===== config.mk =====
export PLATFORM = sky130hd
export DESIGN_NAME = codec_uart_sequencer
export DESIGN_NICKNAME = d
export VERILOG_FILES = /design/src/rtl/codec_uart_sequencer.sv
export SDC_FILE = /design/constraint.sdc
export NUM_CORES = 1
export LEC_CHECK = 0
export ABC_CLOCK_PERIOD_IN_PS = 2900
export CAP_MARGIN = 20
export CORE_MARGIN = 5
export CORE_UTILIZATION = 35
export DETAILED_ROUTE_END_ITERATION = 10
export SYNTH_ARGS = -nofsm -noshare
export SYNTH_HDL_FRONTEND = slang
export SYNTH_SLANG_ARGS = --single-unit

===== constraint.sdc =====
create_clock -name clk -period 2.9 [get_ports clk]
set_input_delay 0.58 -clock clk [delete_from_list [all_inputs] [get_ports clk]]
set_output_delay 0.58 -clock clk [all_outputs]
set_load 0.03 [all_outputs]

===== src/rtl/codec_uart_sequencer.sv =====
// Frame sequencer between a byte-wide UART and an encode/decode engine:
// collects an input frame, hands it to the engine, then paces the result bytes out to the transmitter.
module codec_uart_sequencer #(
   parameter logic [23:0] TIMEOUT_CYCLES = 24'd1_000_000,
   parameter logic [15:0] GAP_CYCLES     = 16'd1024
) (
   input  logic        clk,
   input  logic        reset,
   input  logic        mode,
   input  logic        rx_valid,
   input  logic [7:0]  rx_data,
   output logic        eng_start,
   output logic        eng_mode,
   output logic [63:0] eng_buf_in,
   input  logic        eng_done,
   input  logic [63:0] eng_buf_out,
   output logic        tx_start,
   output logic [7:0]  tx_data,
   input  logic        tx_busy,
   output logic        busy,
   output logic        frame_done,
   output logic        timeout,
   output logic        overrun
);

   typedef enum logic [2:0] {
      S_IDLE    = 3'd0,
      S_COLLECT = 3'd1,
      S_RUN     = 3'd2,
      S_SEND    = 3'd3,
      S_GAP     = 3'd4
   } state_t;

   state_t      state_q, state_d;
   logic [3:0]  cnt_q, cnt_d;
   logic [3:0]  idx_q, idx_d;
   logic [23:0] timer_q, timer_d;
   logic [15:0] gap_q, gap_d;
   logic        eng_start_q, eng_start_d;
   logic        eng_mode_q, eng_mode_d;
   logic [63:0] eng_buf_in_q, eng_buf_in_d;
   logic [63:0] out_buf_q, out_buf_d;
   logic        tx_start_q, tx_start_d;
   logic [7:0]  tx_data_q, tx_data_d;
   logic        busy_q, busy_d;
   logic        frame_done_q, frame_done_d;
   logic        timeout_q, timeout_d;
   logic        overrun_q, overrun_d;

   logic [3:0]  last_in;
   logic [3:0]  last_out;
   logic        timer_expired;
   logic        gap_expired;

   assign last_in       = eng_mode_q ? 4'd7 : 4'd3;
   assign last_out      = eng_mode_q ? 4'd3 : 4'd7;
   // Timer is reloaded to 1 on each byte, so it holds the idle-cycle count of the current cycle.
   assign timer_expired = ({1'b0, timer_q} + 25'd1) >= {1'b0, TIMEOUT_CYCLES};
   assign gap_expired   = ({1'b0, gap_q} + 17'd1) >= {1'b0, GAP_CYCLES};

   always_comb begin
      state_d      = state_q;
      cnt_d        = cnt_q;
      idx_d        = idx_q;
      timer_d      = timer_q;
      gap_d        = gap_q;
      eng_start_d  = eng_start_q;
      eng_mode_d   = eng_mode_q;
      eng_buf_in_d = eng_buf_in_q;
      out_buf_d    = out_buf_q;
      tx_start_d   = 1'b0;
      tx_data_d    = tx_data_q;
      frame_done_d = 1'b0;
      timeout_d    = 1'b0;
      overrun_d    = overrun_q;

      case (state_q)
         S_IDLE: begin
            if (rx_valid) begin
               eng_mode_d   = mode;
               eng_buf_in_d = {rx_data, 56'd0};
               cnt_d        = 4'd1;
               timer_d      = 24'd1;
               state_d      = S_COLLECT;
            end
         end
         S_COLLECT: begin
            if (rx_valid) begin
               for (int k = 1; k < 8; k++) begin
                  if (cnt_q == 4'(k)) eng_buf_in_d[63-8*k -: 8] = rx_data;
               end
               cnt_d   = cnt_q + 4'd1;
               timer_d = 24'd1;
               if (cnt_q == last_in) begin
                  eng_start_d = 1'b1;
                  state_d     = S_RUN;
               end
            end else if (timer_expired) begin
               timeout_d = 1'b1;
               cnt_d     = 4'd0;
               timer_d   = 24'd0;
               state_d   = S_IDLE;
            end else begin
               timer_d = timer_q + 24'd1;
            end
         end
         S_RUN: begin
            if (eng_done) begin
               out_buf_d   = eng_buf_out;
               idx_d       = 4'd0;
               eng_start_d = 1'b0;
               state_d     = S_SEND;
            end
         end
         S_SEND: begin
            // Result bytes leave MSB-first by shifting the captured buffer.
            if (!tx_busy) begin
               tx_data_d  = out_buf_q[63:56];
               out_buf_d  = {out_buf_q[55:0], 8'd0};
               tx_start_d = 1'b1;
               gap_d      = 16'd0;
               state_d    = S_GAP;
            end
         end
         S_GAP: begin
            if (gap_expired) begin
               gap_d = 16'd0;
               if (idx_q == last_out) begin
                  frame_done_d = 1'b1;
                  idx_d        = 4'd0;
                  state_d      = S_IDLE;
               end else begin
                  idx_d   = idx_q + 4'd1;
                  state_d = S_SEND;
               end
            end else begin
               gap_d = gap_q + 16'd1;
            end
         end
         default: state_d = S_IDLE;
      endcase

      if (rx_valid && (state_q == S_RUN || state_q == S_SEND || state_q == S_GAP))
         overrun_d = 1'b1;

      busy_d = (state_d != S_IDLE);
   end

   always_ff @(posedge clk) begin
      if (reset) begin
         state_q      <= S_IDLE;
         cnt_q        <= 4'd0;
         idx_q        <= 4'd0;
         timer_q      <= 24'd0;
         gap_q        <= 16'd0;
         eng_start_q  <= 1'b0;
         eng_mode_q   <= 1'b0;
         eng_buf_in_q <= 64'd0;
         out_buf_q    <= 64'd0;
         tx_start_q   <= 1'b0;
         tx_data_q    <= 8'd0;
         busy_q       <= 1'b0;
         frame_done_q <= 1'b0;
         timeout_q    <= 1'b0;
         overrun_q    <= 1'b0;
      end else begin
         state_q      <= state_d;
         cnt_q        <= cnt_d;
         idx_q        <= idx_d;
         timer_q      <= timer_d;
         gap_q        <= gap_d;
         eng_start_q  <= eng_start_d;
         eng_mode_q   <= eng_mode_d;
         eng_buf_in_q <= eng_buf_in_d;
         out_buf_q    <= out_buf_d;
         tx_start_q   <= tx_start_d;
         tx_data_q    <= tx_data_d;
         busy_q       <= busy_d;
         frame_done_q <= frame_done_d;
         timeout_q    <= timeout_d;
         overrun_q    <= overrun_d;
      end
   end

   assign eng_start  = eng_start_q;
   assign eng_mode   = eng_mode_q;
   assign eng_buf_in = eng_buf_in_q;
   assign tx_start   = tx_start_q;
   assign tx_data    = tx_data_q;
   assign busy       = busy_q;
   assign frame_done = frame_done_q;
   assign timeout    = timeout_q;
   assign overrun    = overrun_q;

endmodule


Word-level counts from Yosys, hierarchy flattened
Cells that the tools add are included.
- equality and inequality tests: 27
- add/subtract/negate cells: 6
- bitwise operators: 5
- mux-type cells: 46
- reductions and logical operators: 28
- order comparisons: 2
- operator list (operator ; count):
    $mux 64 ; 2
    $pmux 64 s2 ; 1
    $mux 56 ; 2
    $pmux 56 s2 ; 1
    $mux 24 ; 3
    $mux 8 ; 7
    $pmux 24 s2 ; 1
    $mux 16 ; 2
    $pmux 16 s2 ; 1
    $reduce_and 4->1 ; 8
    $mux 3 ; 9
    $ne 2x2->1 const B ; 13
    $add 24x1->25 const B ; 1
    $ge 25x20->1 const B ; 1
    $add 24x1->24 const B ; 1
    $mux 4 ; 6
    $add 16x1->17 const B ; 1
    $ge 17x11->1 const B ; 1
    $add 16x1->16 const B ; 1
    $eq 4x3->1 const B ; 4
    $pmux 4 s2 ; 2
    $pmux 3 s5 ; 1
    $reduce_bool 2->1 ; 5
    $reduce_and 3->1 ; 3
    19 further kinds ; 37
- word-level logic and storage cells: 136
- bits in registers: 194
- bits of input ports: 78

Logic depth before layout (Yosys ltp)
Gate-level depths: netlist of run 1.
- word-level depth: 6
- gate-level depth with buffers: 11
- gate-level depth less buffers: 9

Worst setup path after synthesis of run 1
Ideal clock, no wire load.
- kind: register -> register
- from: register timer_q[0]
- to: register timer_q[2]
- data arrival time: 2.579 ns
- period minus slack after synthesis: 2.672 ns
- required time: 2.807 ns
- path buffers: 2
- path slack: 0.228 ns
- cell stages (with the launch flop): 12
- cells stage by stage: dfxtp_1 > ha_1 > and3_1 > clkbuf_1 > and3_1 > mux2_2 > o31ai_1 > nand4_4 > a21oi_2 > nand2b_1 > buf_6 > o311ai_2
- word-level cells in the longest chain between the ends: 5
- elaborated cells between the ends (all ways): 6
- those cells by class: add/sub (2); order compare (1); mux (3)
- RTL lines (item ; line ; RTL):
    start, declared ; 37 ; logic [23:0] timer_q, timer_d;
    start signal, assigned ; 170 ; timer_q <= timer_d;
    $add 24x1->25 ; 58 ; assign timer_expired = ({1'b0, timer_q} + 25'd1) >= {1'b0, TIMEOUT_CYCLES};
    $ge 25x20->1 ; 58 ;
    $mux 24 * ; 98 ; end else if (timer_expired) begin
    $mux 24 * ; 88 ; if (rx_valid) begin
    $pmux 24 s2 * ; 77 ; case (state_q)
Mark *: on every way between the ends. The rest lies on a longest branch, timed or not.
A chain may end at the register's enable or synchronous reset.

Final worst setup path of run 1
- from: register timer_q[1]
- to: register cnt_q[1]
- word-level cells in the longest chain between the ends: 4
- RTL lines (item ; line ; RTL):
    $add 24x1->25 ; 58 ;
    $ge 25x20->1 ; 58 ;
    $ne 3x3->1 (no line) ; n/a ;
    $reduce_and 3->1 (no line) ; n/a ;
    end signal, assigned ; 168 ; cnt_q <= cnt_d;
    end, declared ; 35 ; logic [3:0] cnt_q, cnt_d;
No other way between the ends.

==> results.tsv, run 1 <==
metric	value	unit
outcome	complete, no violations	
Reg power frac	0.485	
Slew Limit Fails	0	
synth-to-layout area growth	30.8	%
Psw	1.51	mW
Seq/Total Area, Yosys	0.456	
Final WS setup	0.153	ns
Final period util	0.947	
CTS Sinks	194	
Setup Crit Path Kind	reg -> reg	
Post-synth EDFFs	0	
WHS Endpoint	gap_q[12]	
pre-CTS setup slack	0.0879	ns
Yosys warnings	0	
crit end category	flip-flop	
Max-Cap Viols	0	
max_slew headroom	0.357	
core area	0.0241	mm2
Reg2Reg Depth	10	
Crit-path slowest cell	or4_1	
Clk pin slew, worst setup/hold paths	0.07	ns
Worst EP arrival	3.08	ns
Sw Ratio	0.268	
vias in the first global route	7490	
Crit path top cell by count	buf_4	
Residual DRC	0	
clk_skew	0.0173	ns
CP Launch Type	flip-flop	
hold slack	0.453	ns
Mapped Nets	1112	
clock latency on the worst-skew pair	0.44	ns
Max stage delay on crit path	0.52	ns
Async S/R FF share, synth	0	
height of the die	166	um
overall power	5.62	mW
share of layout cells above drive strength 1	0.0894	
Internal Pwr Total	4.11	mW
Synth top area share	0.456	
CTS Buffer Depth	2	
r2r startpoint	timer_q[1]	
RSZ-0062 raised after global routing	true	
DP Cell Count	1465	
Peak Freq	364	MHz
LEAKAGE	4.09	nW
PortBufs	156	
Syn Area/Cell	8.30	um2
largest net degree at the start of global routing	131	
Die Wd	166	um
global-route wire length before repair	39200	um
Synth Instances	1026	
initial antenna violation count	1	
ys flop type	dfxtp_1	
vias	7688	
synth top area cells	dfxtp_1, nor2_1, mux2i_1, nand2_1, a311oi_1	
Core Util, Final	0.462	
root buf cell	clkbuf_16	
worst min path class	reg -> reg	
Mapped Area	0.00851	mm2
FILL cells	2425	
Nets	1247	
Worst Path Required	3.23	ns
die area	0.0275	mm2
iteration count of the initial detailed-routing pass	5	
GRT Overall Usage	0.170	
grt total ovfl	0	
Worst Path Max Fanout	7	
routability cong.	0.865	
antenna viol nets, final	0	
H-tree depth	4	
Worst-Margin Slew	0.961	ns
worst flop-to-flop path endpoint	cnt_q[1]	
clock share of power	0.415	
row cnt	57	
Non-Filler Instances	1498	
IO Pins	157	
endpoints failing hold	0	
Peak VDD IR	0.387	mV
#FFs+latches synth	194	
area leader, netlist	dfxtp_1	
CTS tree	done	
TritonCTS buffer count	17	
routed len/inst	15.9	um
Initial DRC Count	561	
Unique masters post-synth	55	
min Tclk post-route	2.75	ns
flop2flop setup slack	0.15	ns
total wire length	23800	um
Hold Path Depth	2	
final setup fails	0	
Hold Crit Start	gap_q[12]	
combinational power share	0.100	
PwrDens	505	mW/mm2
Via density	5.13	
Cell Chain, Critical Path	nand4_1, buf_4, or4_1, a211oi_1, o21bai_2, nand4_4, a21oi_4, buf_4, nand2_1, a311oi_1	
Initial Util	0.353	
n_diodes	0	
post-DP HPWL	16500	um
==> worst max path at each step <==
stage | startpoint | endpoint | slack, ns | depth (start not counted)
floorplan | timer_q[0] | timer_q[2] | 0.23 | 11
global placement | timer_q[7] | busy | 0.22 | 9
detailed placement | timer_q[1] | cnt_q[1] | 0.09 | 10
CTS | timer_q[1] | cnt_q[1] | 0.09 | 10
global route | timer_q[5] | busy | -0.06 | 10
finish | timer_q[1] | cnt_q[1] | 0.15 | 10
==> cell usage in the layout (no fill, tap or decap), types with 12 or more instances in the layout <==
cell type / n
a21oi_1: 54
a311oi_1: 60
nand4_1: 13
nor2_1: 155
nand3_1: 89
nand2_1: 151
clkdlybuf4s50_1: 155
o21ai_0: 14
and2_1: 12
clkbuf_16: 17
and3_1: 16
mux2i_1: 58
dfxtp_1: 191
buf_4: 44
==> power groups by stage <==
stage / combinational [mW] / clock (mW) / sequential, mW
6_report: 0.560 / 2.33 / 2.73
3_5_place_dp: 0.564 / 0 / 2.79
2_1_floorplan: 0.236 / 0 / 2.85
4_1_cts: 0.568 / 2.39 / 2.73
5_1_grt: 0.607 / 2.50 / 2.73
3_3_place_gp: 0.567 / 0 / 2.79
==> area by class of cell <==
class | instances | area, um2 | area share
clock inverters | 14 | 156 | 0.0140
multi-input cells | 736 | 4280 | 0.384
well taps | 324 | 405 | 0.0364
clock buffers | 18 | 429 | 0.0385
flip-flops and latches | 194 | 3890 | 0.349
repair buffers | 202 | 1940 | 0.174
inverters | 10 | 37.5 | 0.00337
==> state kept, by name, summed over array words and instances, names as in the netlist <==
signal      flops
gap_q          16
eng_start       1
out_buf_q      64
timer_q        24
frame_done      1
timeout         1
eng_mode        1
tx_start        1
idx_q           4
overrun         1
state_q         3
busy            1
cnt_q           4
tx_data         8
eng_buf_in     64
==> cells in the mapped netlist (7+ instances only) <==
cell type  number
dfxtp_1       194
nor2_1        155
nand2_1       153
nand3_1        89
clkbuf_1       71
a311oi_1       60
mux2i_1        58
a21oi_1        54
and3_1         16
o21ai_0        14
nand4_1        13
and2_1         12
inv_1          10
nor3_1         10
ha_1            8
nand2b_1        8
nor4_1          7
xnor2_1         7
==> kinds of logic (layout without fill, tap and decap cells) <==
group,Yosys count,in the layout,share of synthesized area
AOI/OAI and AO/OA,171,171,0.147
xor gates and xnor gates,11,11,0.0113
DFF,194,194,0.456
buffers and inverters,96,244,0.0463
adders and majority gates,8,8,0.0118
muxes,60,60,0.0708
and+or+nand+nor,486,486,0.256
==> critical path: cells and delay by family, from the launching register on <==
kind	cells	cell delay (ns)
AO/OA/AOI/OAI	4	0.89
buffers and inverters	2	0.40
flip-flops	1	0.39
AND/OR/NAND/NOR	4	0.98
==> stage by stage <==
step | setup TNS [ns] | area [um2]
floorplan | 0 | 8510
global placement | 0 | 10500
detailed placement | 0 | 10500
CTS | 0 | 11100
global route | -0.111 | 11100
finish | 0 | 11100
==> repair_timing <==
item | in CTS | in global routing
setup endpoints to repair | 0 | 13
hold endpoints to repair | 0 | 0
gates resized for setup | 0 | 6
setup buffers | 0 | 1
hold buffers | 0 | 0
==> per-layer routing <==
metal  global-route usage  up-vias  share of wire
met5                    0        -        0.00055
met4               0.0405        2          0.012
met3               0.0664       25          0.086
met2                0.268      221           0.46
met1                0.219     3567           0.45
li1                     -     3873              -
Note: power is estimated with default switching activity, not from simulation.
==> run 2, diff against run 1 <==
ABC_CLOCK_PERIOD_IN_PS = 2200   (was 2900)
clock period = 2.2 ns   (was 2.9 ns; I/O delays follow)
==> results.tsv, run 2 (same netlist as run 1, synthesis figures left out) <==
metric	value	unit
Final period util	1.16	
worst min path class	in -> reg	
hold slack	0.404	ns
TNS Setup	-7.75	ns
routability cong.	0.832	
iteration count of the initial detailed-routing pass	5	
met1 usage	0.233	
CTS Sinks	194	
grt total ovfl	0	
Max-Cap Viols	0	
combinational power share	0.103	
CP Launch Type	flip-flop	
global-route wire length before repair	40900	um
post-DP HPWL	16800	um
gr busiest metal	met2	
Sw Ratio	0.270	
Clk pin slew, worst setup/hold paths	0.08	ns
CTS Buffer Depth	2	
endpoints failing hold	0	
Worst Path Required	2.58	ns
# hold bufs at CTS	0	
H-tree depth	4	
Worst Path Max Fanout	6	
Nets	1307	
Initial Util	0.353	
LEAKAGE	4.45	nW
Die Wd	166	um
Psw	2.02	mW
GR Layer Usage met3	0.0617	
final setup fails	27	
share of layout cells above drive strength 1	0.156	
height of the die	166	um
clock share of power	0.415	
routed len/inst	16.0	um
Via density	5.09	
synth-to-layout area growth	39.1	%
Worst-Margin Slew	0.956	ns
Slew Limit Fails	0	
IO Pins	157	
GRT Overall Usage	0.177	
antenna viol nets, final	0	
TritonCTS buffer count	17	
CTS tree	done	
initial antenna violation count	0	
max_slew headroom	0.363	
commonest non-fill, non-tap cell in the layout	dfxtp_1	
Residual DRC	0	
clk_skew	0.0157	ns
PwrDens	631	mW/mm2
row cnt	57	
Worst EP arrival	2.94	ns
PortBufs	156	
vias	7935	
root buf cell	clkbuf_16	
core area	0.0241	mm2
Final WS setup	-0.361	ns
RSZ-0062 raised after global routing	true	
outcome	complete, but fails checks	
die area	0.0275	mm2
met2 Use GR	0.278	
min Tclk post-route	2.56	ns
clock latency on the worst-skew pair	0.44	ns
Peak VDD IR	0.445	mV
total wire length	25000	um
most frequent cells in the layout	dfxtp_1, clkdlybuf4s50_1, nor2_1	
failing checks	setup timing	
Initial DRC Count	524	
Setup Crit Path Kind	reg -> reg	
vias in the first global route	7808	
Reg power frac	0.482	
Peak Freq	390	MHz
crit end category	flip-flop	
Internal Pwr Total	5.45	mW
largest net degree at the start of global routing	91	
==> run 2: layout make-up <==
cell class | instances | area (um2)
clock inverters | 14 | 164
well taps | 324 | 405
repair buffers | 262 | 2470
inverters | 10 | 37.5
diodes | 1 | 2.50
flip-flops and latches | 194 | 3900
fillers | 2370 | 12300
multi-input cells | 736 | 4430
clock buffers | 18 | 429
==> run 2: through the flow <==
step	power [mW]	setup WS, ns	util	instances	instance area, um2
after floorplan	4.08	-0.259	-	1026	8610
after global placement	4.43	-0.285	0.455	1510	11000
after detailed placement	4.44	-0.385	0.455	1510	11000
after CTS	7.55	-0.283	0.486	1555	11700
after global routing	7.79	-0.481	0.491	1558	11800
final	7.47	-0.361	0.491	1559	11800
==> run 2: path summary, 6_finish.rpt <==
| path | start | endpoint | slack [ns] | cells past startpoint |
|---|---|---|---|---|
| hold / removal | reset | state_q[0] | 0.40 | 3 |
| hold reg to reg | out_buf_q[59] | tx_data[3] | 0.46 | 2 |
| setup / recovery | timer_q[0] | timer_q[5] | -0.36 | 11 |
| setup reg to reg | timer_q[0] | timer_q[5] | -0.36 | 11 |
==> run 2: per-layer routing <==
metal,routed length (um),vias to the layer above
li1,-,4001
met1,11300,3724
met2,11500,181
met3,1730,29
met4,412,0
met5,0,-
==> run 2: timing repair <==
action / in CTS / in global routing
resized for setup: 14 / 14
pin swaps: 10 / 6
cloned: 1 / 1
buffers inserted: 12 / 2
endpoints found under the setup margin: 27 / 41
==> run 2: worst max-delay path, stage by stage (launching register included) <==
cell and delay (ns):
dfxtp_4 0.37, nand4_1 0.24, buf_4 0.26, nor4_2 0.36, xnor2_1 0.20, buf_4 0.17
nand4_4 0.14, a211oi_4 0.27, buf_6 0.16, buf_12 0.12, a21o_1 0.10, a22o_1 0.11
==> run 2: power by group through the flow <==
stage,Sequential [mW],Clock [mW],Combinational (mW)
finish,3.60,3.10,0.767
CTS,3.60,3.18,0.770
global route,3.61,3.35,0.830
floorplan,3.76,0,0.314
global placement,3.68,0,0.751
detailed placement,3.68,0,0.751
